## config.mk

```make
export PLATFORM = sky130hd
export DESIGN_NAME = rom_bus_bridge
export DESIGN_NICKNAME = d
export VERILOG_FILES = /design/src/rtl/rom_bridge_pkg.sv /design/src/rtl/bus_timeout_counter.sv /design/src/rtl/rom_bus_bridge.sv
export SDC_FILE = /design/constraint.sdc
export NUM_CORES = 1
export LEC_CHECK = 0
export ABC_CLOCK_PERIOD_IN_PS = 5300
export CORE_MARGIN = 5
export CORE_UTILIZATION = 48
export CTS_BUF_LIST = sky130_fd_sc_hd__clkbuf_8
export CTS_CLUSTER_DIAMETER = 80
export DETAILED_ROUTE_END_ITERATION = 7
export GPL_ROUTABILITY_DRIVEN = 0
export PLACE_DENSITY = 0.87
export SLEW_MARGIN = 20
export SYNTH_ARGS = -nofsm -noshare
export SYNTH_HDL_FRONTEND = slang
export SYNTH_SLANG_ARGS = --single-unit
```

## constraint.sdc

```tcl
create_clock -name clk -period 5.3 [get_ports clk]
set_clock_uncertainty 0.1 [all_clocks]
set_input_delay 1.06 -clock clk [delete_from_list [all_inputs] [get_ports clk]]
set_output_delay 1.06 -clock clk [all_outputs]
set_load 0.005 [all_outputs]
```

## src/rtl/rom_bridge_pkg.sv

```systemverilog
// Shared types and constants for the 68040-to-ROM bus bridge.
package rom_bridge_pkg;

  // Longword address width seen by the ROM reader (cpu_addr[23:2]).
  localparam int ROM_ADDR_W = 22;

  // 68040 SIZ encodings.
  localparam logic [1:0] SIZ_LONG = 2'b00;
  localparam logic [1:0] SIZ_BYTE = 2'b01;
  localparam logic [1:0] SIZ_WORD = 2'b10;
  localparam logic [1:0] SIZ_LINE = 2'b11;

  typedef enum logic [2:0] {
    ST_IDLE,
    ST_REQ,
    ST_WAIT,
    ST_DONE,
    ST_ERR
  } state_e;

endpackage

```

## src/rtl/bus_timeout_counter.sv

```systemverilog
// Per-beat watchdog: counts cycles since the ROM request was issued and
// flags the cycle in which the count steps onto TIMEOUT-1.
module bus_timeout_counter #(
  parameter int TIMEOUT = 4096
) (
  input  logic clk,
  input  logic rst,
  input  logic clr,
  input  logic en,
  output logic expired
);

  localparam int CW = (TIMEOUT > 2) ? $clog2(TIMEOUT) : 1;

  logic [CW-1:0] cnt_q, cnt_d;

  // Clear wins over count so a new beat always starts from zero.
  always_comb begin
    cnt_d = cnt_q;
    if (clr)     cnt_d = '0;
    else if (en) cnt_d = cnt_q + CW'(1);
  end

  // Counter register.
  always_ff @(posedge clk or posedge rst) begin
    if (rst) cnt_q <= '0;
    else     cnt_q <= cnt_d;
  end

  // Asserted while the increment lands on TIMEOUT-1, so the error
  // handshake that follows completes TIMEOUT cycles after the strobe.
  assign expired = en && !clr && (cnt_q == CW'(TIMEOUT - 2));

endmodule

```

## src/rtl/rom_bus_bridge.sv

```systemverilog
// 68040 bus slave for the SPI flash ROM window. Each read (line bursts
// split into four wrapping longword beats) becomes single ROM accesses
// answered with TA; writes and timed-out beats answer with TEA.
module rom_bus_bridge
  import rom_bridge_pkg::*;
#(
  parameter logic [7:0] ROM_BASE = 8'hFF,
  parameter int         TIMEOUT  = 4096
) (
  input  logic                  clk,
  input  logic                  rst,
  input  logic                  cpu_ts_n,
  input  logic [31:0]           cpu_addr,
  input  logic                  cpu_rw,
  input  logic [1:0]            cpu_siz,
  output logic                  cpu_ta_n,
  output logic                  cpu_tea_n,
  output logic [31:0]           cpu_data,
  output logic                  cpu_data_oe,
  output logic                  access_stb,
  output logic [ROM_ADDR_W-1:0] access_addr,
  input  logic [31:0]           access_odata,
  input  logic                  access_ack
);

  state_e                  state_q, state_d;
  logic [1:0]              beats_q, beats_d;   // beats still to fetch after the current one
  logic                    line_q, line_d;
  logic [ROM_ADDR_W-1:0]   addr_q, addr_d;
  logic                    stb_q, stb_d;
  logic                    ta_n_q, ta_n_d;
  logic                    tea_n_q, tea_n_d;
  logic [31:0]             data_q, data_d;
  logic                    oe_q, oe_d;
  logic                    tmr_clr, tmr_en, tmr_exp;
  logic                    sel;

  // Byte lanes are picked by the processor; the low address bits are don't-care.
  logic unused_addr_lsbs;
  assign unused_addr_lsbs = ^cpu_addr[1:0];

  assign sel = !cpu_ts_n && (cpu_addr[31:24] == ROM_BASE);

  bus_timeout_counter #(.TIMEOUT(TIMEOUT)) u_tmr (
    .clk     (clk),
    .rst     (rst),
    .clr     (tmr_clr),
    .en      (tmr_en),
    .expired (tmr_exp)
  );

  // Transfer sequencer: every output is computed here as the value for the
  // state being entered, so all bus signals leave the block from flops.
  always_comb begin
    state_d = state_q;
    beats_d = beats_q;
    line_d  = line_q;
    addr_d  = addr_q;
    stb_d   = 1'b0;
    ta_n_d  = 1'b1;
    tea_n_d = 1'b1;
    data_d  = data_q;
    oe_d    = oe_q;
    tmr_clr = 1'b0;
    tmr_en  = 1'b0;
    case (state_q)
      ST_IDLE: begin
        if (sel) begin
          if (cpu_rw) begin
            addr_d  = cpu_addr[23:2];
            line_d  = (cpu_siz == SIZ_LINE);
            beats_d = (cpu_siz == SIZ_LINE) ? 2'd3 : 2'd0;
            stb_d   = 1'b1;
            tmr_clr = 1'b1;
            state_d = ST_REQ;
          end else begin
            state_d = ST_ERR;
          end
        end
      end
      ST_REQ: begin
        tmr_en  = 1'b1;
        state_d = ST_WAIT;
      end
      ST_WAIT: begin
        tmr_en = 1'b1;
        if (access_ack) begin
          data_d  = access_odata;
          oe_d    = 1'b1;
          ta_n_d  = 1'b0;
          state_d = ST_DONE;
        end else if (tmr_exp) begin
          oe_d    = 1'b0;
          state_d = ST_ERR;
        end
      end
      ST_DONE: begin
        if (line_q && (beats_q != 2'd0)) begin
          // Line bursts wrap inside the 16-byte line.
          beats_d     = beats_q - 2'd1;
          addr_d[1:0] = addr_q[1:0] + 2'd1;
          stb_d       = 1'b1;
          tmr_clr     = 1'b1;
          state_d     = ST_REQ;
        end else begin
          oe_d    = 1'b0;
          state_d = ST_IDLE;
        end
      end
      ST_ERR: begin
        tea_n_d = 1'b0;
        oe_d    = 1'b0;
        beats_d = 2'd0;
        state_d = ST_IDLE;
      end
      default: state_d = ST_IDLE;
    endcase
  end

  // State and output registers; reset abandons any transfer in flight.
  always_ff @(posedge clk or posedge rst) begin
    if (rst) begin
      state_q <= ST_IDLE;
      beats_q <= 2'd0;
      line_q  <= 1'b0;
      addr_q  <= '0;
      stb_q   <= 1'b0;
      ta_n_q  <= 1'b1;
      tea_n_q <= 1'b1;
      data_q  <= '0;
      oe_q    <= 1'b0;
    end else begin
      state_q <= state_d;
      beats_q <= beats_d;
      line_q  <= line_d;
      addr_q  <= addr_d;
      stb_q   <= stb_d;
      ta_n_q  <= ta_n_d;
      tea_n_q <= tea_n_d;
      data_q  <= data_d;
      oe_q    <= oe_d;
    end
  end

  assign cpu_ta_n    = ta_n_q;
  assign cpu_tea_n   = tea_n_q;
  assign cpu_data    = data_q;
  assign cpu_data_oe = oe_q;
  assign access_stb  = stb_q;
  assign access_addr = addr_q;

endmodule

```

# Word level (Yosys, flattened, before mapping)
# Cells that the tools add are included.
# classes
addsub	3
n_mul	0
div	0
order_cmp	0
eq_ne	12
shift	0
muxes	29
bitwise_logic	0
n_reduce_logical	19
# op_table
operator	count
$mux 12	2
$mux 2	7
$add 12x1->12 const B	1
$eq 12x12->1 const B	1
$mux 3	4
$pmux 3 s4	1
$mux 1	11
$eq 8x8->1 const B	1
$ne 2x2->1 const B	4
$reduce_and 4->1	2
$eq 3x2->1 const B	2
$pmux 2 s3	1
$reduce_and 3->1	2
$reduce_bool 2->1	3
$reduce_bool 3->1	2
$logic_and 1x1->1	4
$pmux 2 s2	1
$reduce_and 2->1	2
$eq 3x1->1 const B	1
$eq 3x3->1 const B	1
$logic_not 3->1	1
$ne 3x3->1 const B	1
$pmux 1 s3	1
$add 2x1->2 const B	1
5 further kinds	6
# word_totals
reg_bits	76
latchBits	0
mem_bits_rw	0
romBits	0
inputBits	71
output_inout_bits	58
word_cells	74
n_memories	0

# Depth between registers and ports, before layout
# depth
word_depth	10
mapped_depth	7
mapped_depth_nobuf	6

# By module
# Synthesis repeated with hierarchy kept, for this count alone.
# hier_totals
cells_unflattened	253
hier_area_um2	3340.7
# by_module_without_submodules
mod	n_inst	cells_per_inst	area_each_um2	seq_area_each_um2
rom_bus_bridge	1	188	2698.8	1604.0
bus_timeout_counter	1	65	641.9	300.3

# Worst setup path before layout
# OpenSTA, ideal clock, no wires.
# synth_timing
path_type	in2reg
start	in cpu_rw
end	reg addr_q[10], in the netlist access_addr[10]
setup_ps	125
arrival_time_ps	2565
required_time_ps	5075
slack_ps	2510
cell_stages	5
path_buffers	2
cell_sequence	or4b_1 > or4_1 > buf_4 > buf_6 > mux2_4
# synth_via
elab_chain_len	1
# synth_rtl
element	line	source
start, declared	rom_bus_bridge.sv:14	input logic cpu_rw,
$reduce_and 3->1 (no source line)	-	
end signal, assigned	rom_bus_bridge.sv:136	addr_q <= addr_d;
end, declared	rom_bus_bridge.sv:29	logic [ROM_ADDR_W-1:0] addr_q, addr_d;
# No other way between the ends.
# A chain may end at the register's enable or synchronous reset.

# Final worst setup path
# layout_timing
start	in cpu_rw
end	reg addr_q[1], in the netlist access_addr[1]
# layout_via
elab_chain_len	2
# layout_rtl
element
$ne 2x2->1 (no source line)
$reduce_and 4->1 (no source line)
# No other way between the ends.

==> reports/qor.csv <==
metric,value,unit
total_power,2080,uW
clk_pin_slew,70,ps
rsz0062_at_grt,no,
synth.net_count,321,
whs,363,ps
clockBufferDepth,2,
grt_pass1_wl,12.6,mm
drt_iter0_drc,94,
fp.dieW,92.7,um
num_vias,2434,
async_reset_ff_share,100,%
cp-start-kind,input port,
post_cts_buffers,0,
setup_tns,0,ps
cts_resized,0,
grt_max_degree,46,
hold_viol_final,0,
avgSynthCellArea,13.3,um2
io_pins,129,
fin_cells,460,
insertion_delay,340,ps
clock-sinks,76,
fmax,300,MHz
synth_edf_count,0,
crit_path_end_kind,flop,
p_per_area,432,nW/um2
antenna_cells,0,
drive_above_1_share,20.5,%
slew_viol_final,0,
remaining_drc_errors,0,
synth_area_leaders,"dfrtp_1 56%, mux2_2 13%, mux2_4 7.3%",
yosysTopAreaCell,dfrtp_1,
status,finished clean,
r2r_cells,5,
io_buffer_count,126,
maxCapViolCount,0,
yosysTopAreaCellShare,56.4,%
avgViaCountPerCell,5.29,
synthDistinctLibCells,43,
hold_path_class,flop to flop,
synthFlopType,dfrtp_1,
slew_headroom,39.9,%
fp.dieH,92.7,um
antenna_left,0,
worstHoldPathCells,1,
rows,30,
power_leakage,0.00212,uW
cts.root.buffer_cell,clkbuf_8,
fin_crit_sh,63.0,%
netlist_area,3290,um2
yosysSeqAreaShare,58.0,%
place_inst,444,
fin_nets,449,
hold_buffers,0,
htree_levels,3,
core,6720,um2
dieArea,8600,um2
setup_violations,0,
cts_buffers,9,
cts_tree,built,
ir_worst_vdd,233,uV
drtPass1Iterations,4,
path_class,input port to flop,
timing.final.crit_period,3340,ps
wl,7.83,mm
ys_warn_count,0,
area_growth,46.3,%
cp.arrival,3470,ps
dp_hpwl,5.91,mm
synth_cells,247,
crit_fanout,26,
cp.required,5430,ps
worst_pin_slew,900,ps
grt_overflow,0,
synth_seq_cells,76,
grtUsageTotal,18.9,%
wl_per_cell,17.0,um
grt_pass1_vias,2449,
grt_antenna_before_repair,0,
start_util,48.9,%
critical path: stages:
cell and delay [ps]:
clkdlybuf4s50_1 480, or4b_1 460, or4_1 480, buf_4 270, nand2_1 430, o2bb2a_1 280
stage by stage:
stage                     worst slack (ps)  area [um2]  utilization [%]
final                                 1960        4810             71.5
after global routing                  1880        4810             71.5
after CTS                             1960        4810             71.5
after detailed placement              1580        4600             68.5
after global placement                1640        4600             68.5
after floorplan                       2200        3290                -
power breakdown:
part / leakage [uW] / internal, uW / switching [uW] / total, uW
combinational: 0.00104 / 487 / 254 / 741
sequential: 0.000969 / 758 / 131 / 889
clock: 0.000110 / 241 / 205 / 446
per-layer routing:
layer  part of all wire (%)  vias up  track usage [%]
met1                     43     1193             23.5
met5                      0        -                0
met3                    6.0       14             4.71
li1                       -     1136                -
met2                     50       91             31.7
met4                    1.8        0             7.57
cells by family after synthesis:
logic type | count (synthesis) | share of synthesized area (%)
adder cells (fa/ha/maj) | 3 | 1.14
XOR/XNOR | 10 | 2.67
flip-flops | 76 | 58.0
AO/OA/AOI/OAI | 25 | 4.80
buffers and inverters | 18 | 2.70
AND/OR/NAND/NOR | 61 | 10.4
multiplexers | 54 | 20.3
state kept, by name (all words and copies together) (netlist names):
signal / cells
cpu_data: 32
access_addr: 22
u_tmr.cnt_q: 12
state_q: 3
beats_q: 2
access_stb: 1
cpu_data_oe: 1
cpu_ta_n: 1
cpu_tea_n: 1
line_q: 1
worst paths after layout:
kind                                              end                   start  slack, ps
setup / recovery           access_addr[1]$_DFFE_PP0P_                  cpu_rw       1960
hold / removal                 beats_q[0]$_DFFE_PP0P_  beats_q[0]$_DFFE_PP0P_        360
setup reg to reg           access_addr[1]$_DFFE_PP0P_  state_q[0]$_DFFE_PP0P_       2490
hold reg to reg                beats_q[0]$_DFFE_PP0P_  beats_q[0]$_DFFE_PP0P_        360
max in group asynchronous         cpu_tea_n$_DFF_PP1_                     rst       2980
min in group asynchronous    cpu_data[25]$_DFFE_PP0P_                     rst       1130
cell usage in the layout (no fill, tap or decap), drive strengths merged, types with 2 or more instances in the layout:
cell type,count
inv,7
clkdlybuf4s50,126
or3,4
nand4,5
a21oi,5
and3b,2
mux2,54
nand3b,2
xor2,5
buf,3
nand3,8
nand2,7
clkbuf,11
or4,2
o22ai,2
nand2b,3
nor2,13
dfrtp,74
xnor2,5
ha,3
a31oi,3
a22oi,2
o31a,2
nor3,2
or2,2
clkinv,3
nor4,3
dfstp,2
o21ai,7
synthesized netlist by cell type (all sizes together) (6+ instances only):
library cell and count:
nand2 7, buf 7, inv 6, nor2 13, nand3 8, mux2 54
o21ai 7, dfrtp 74
final cells by class:
type	instances	area (um2)
tap	80	100
sequential	76	1900
inverter	6	22.5
fill	453	1910
multi-input combinational	153	1290
clock buffer	11	151
timing repair buffer	129	1280
clock inverter	5	52.6
(Power assumes the default switching activity.)
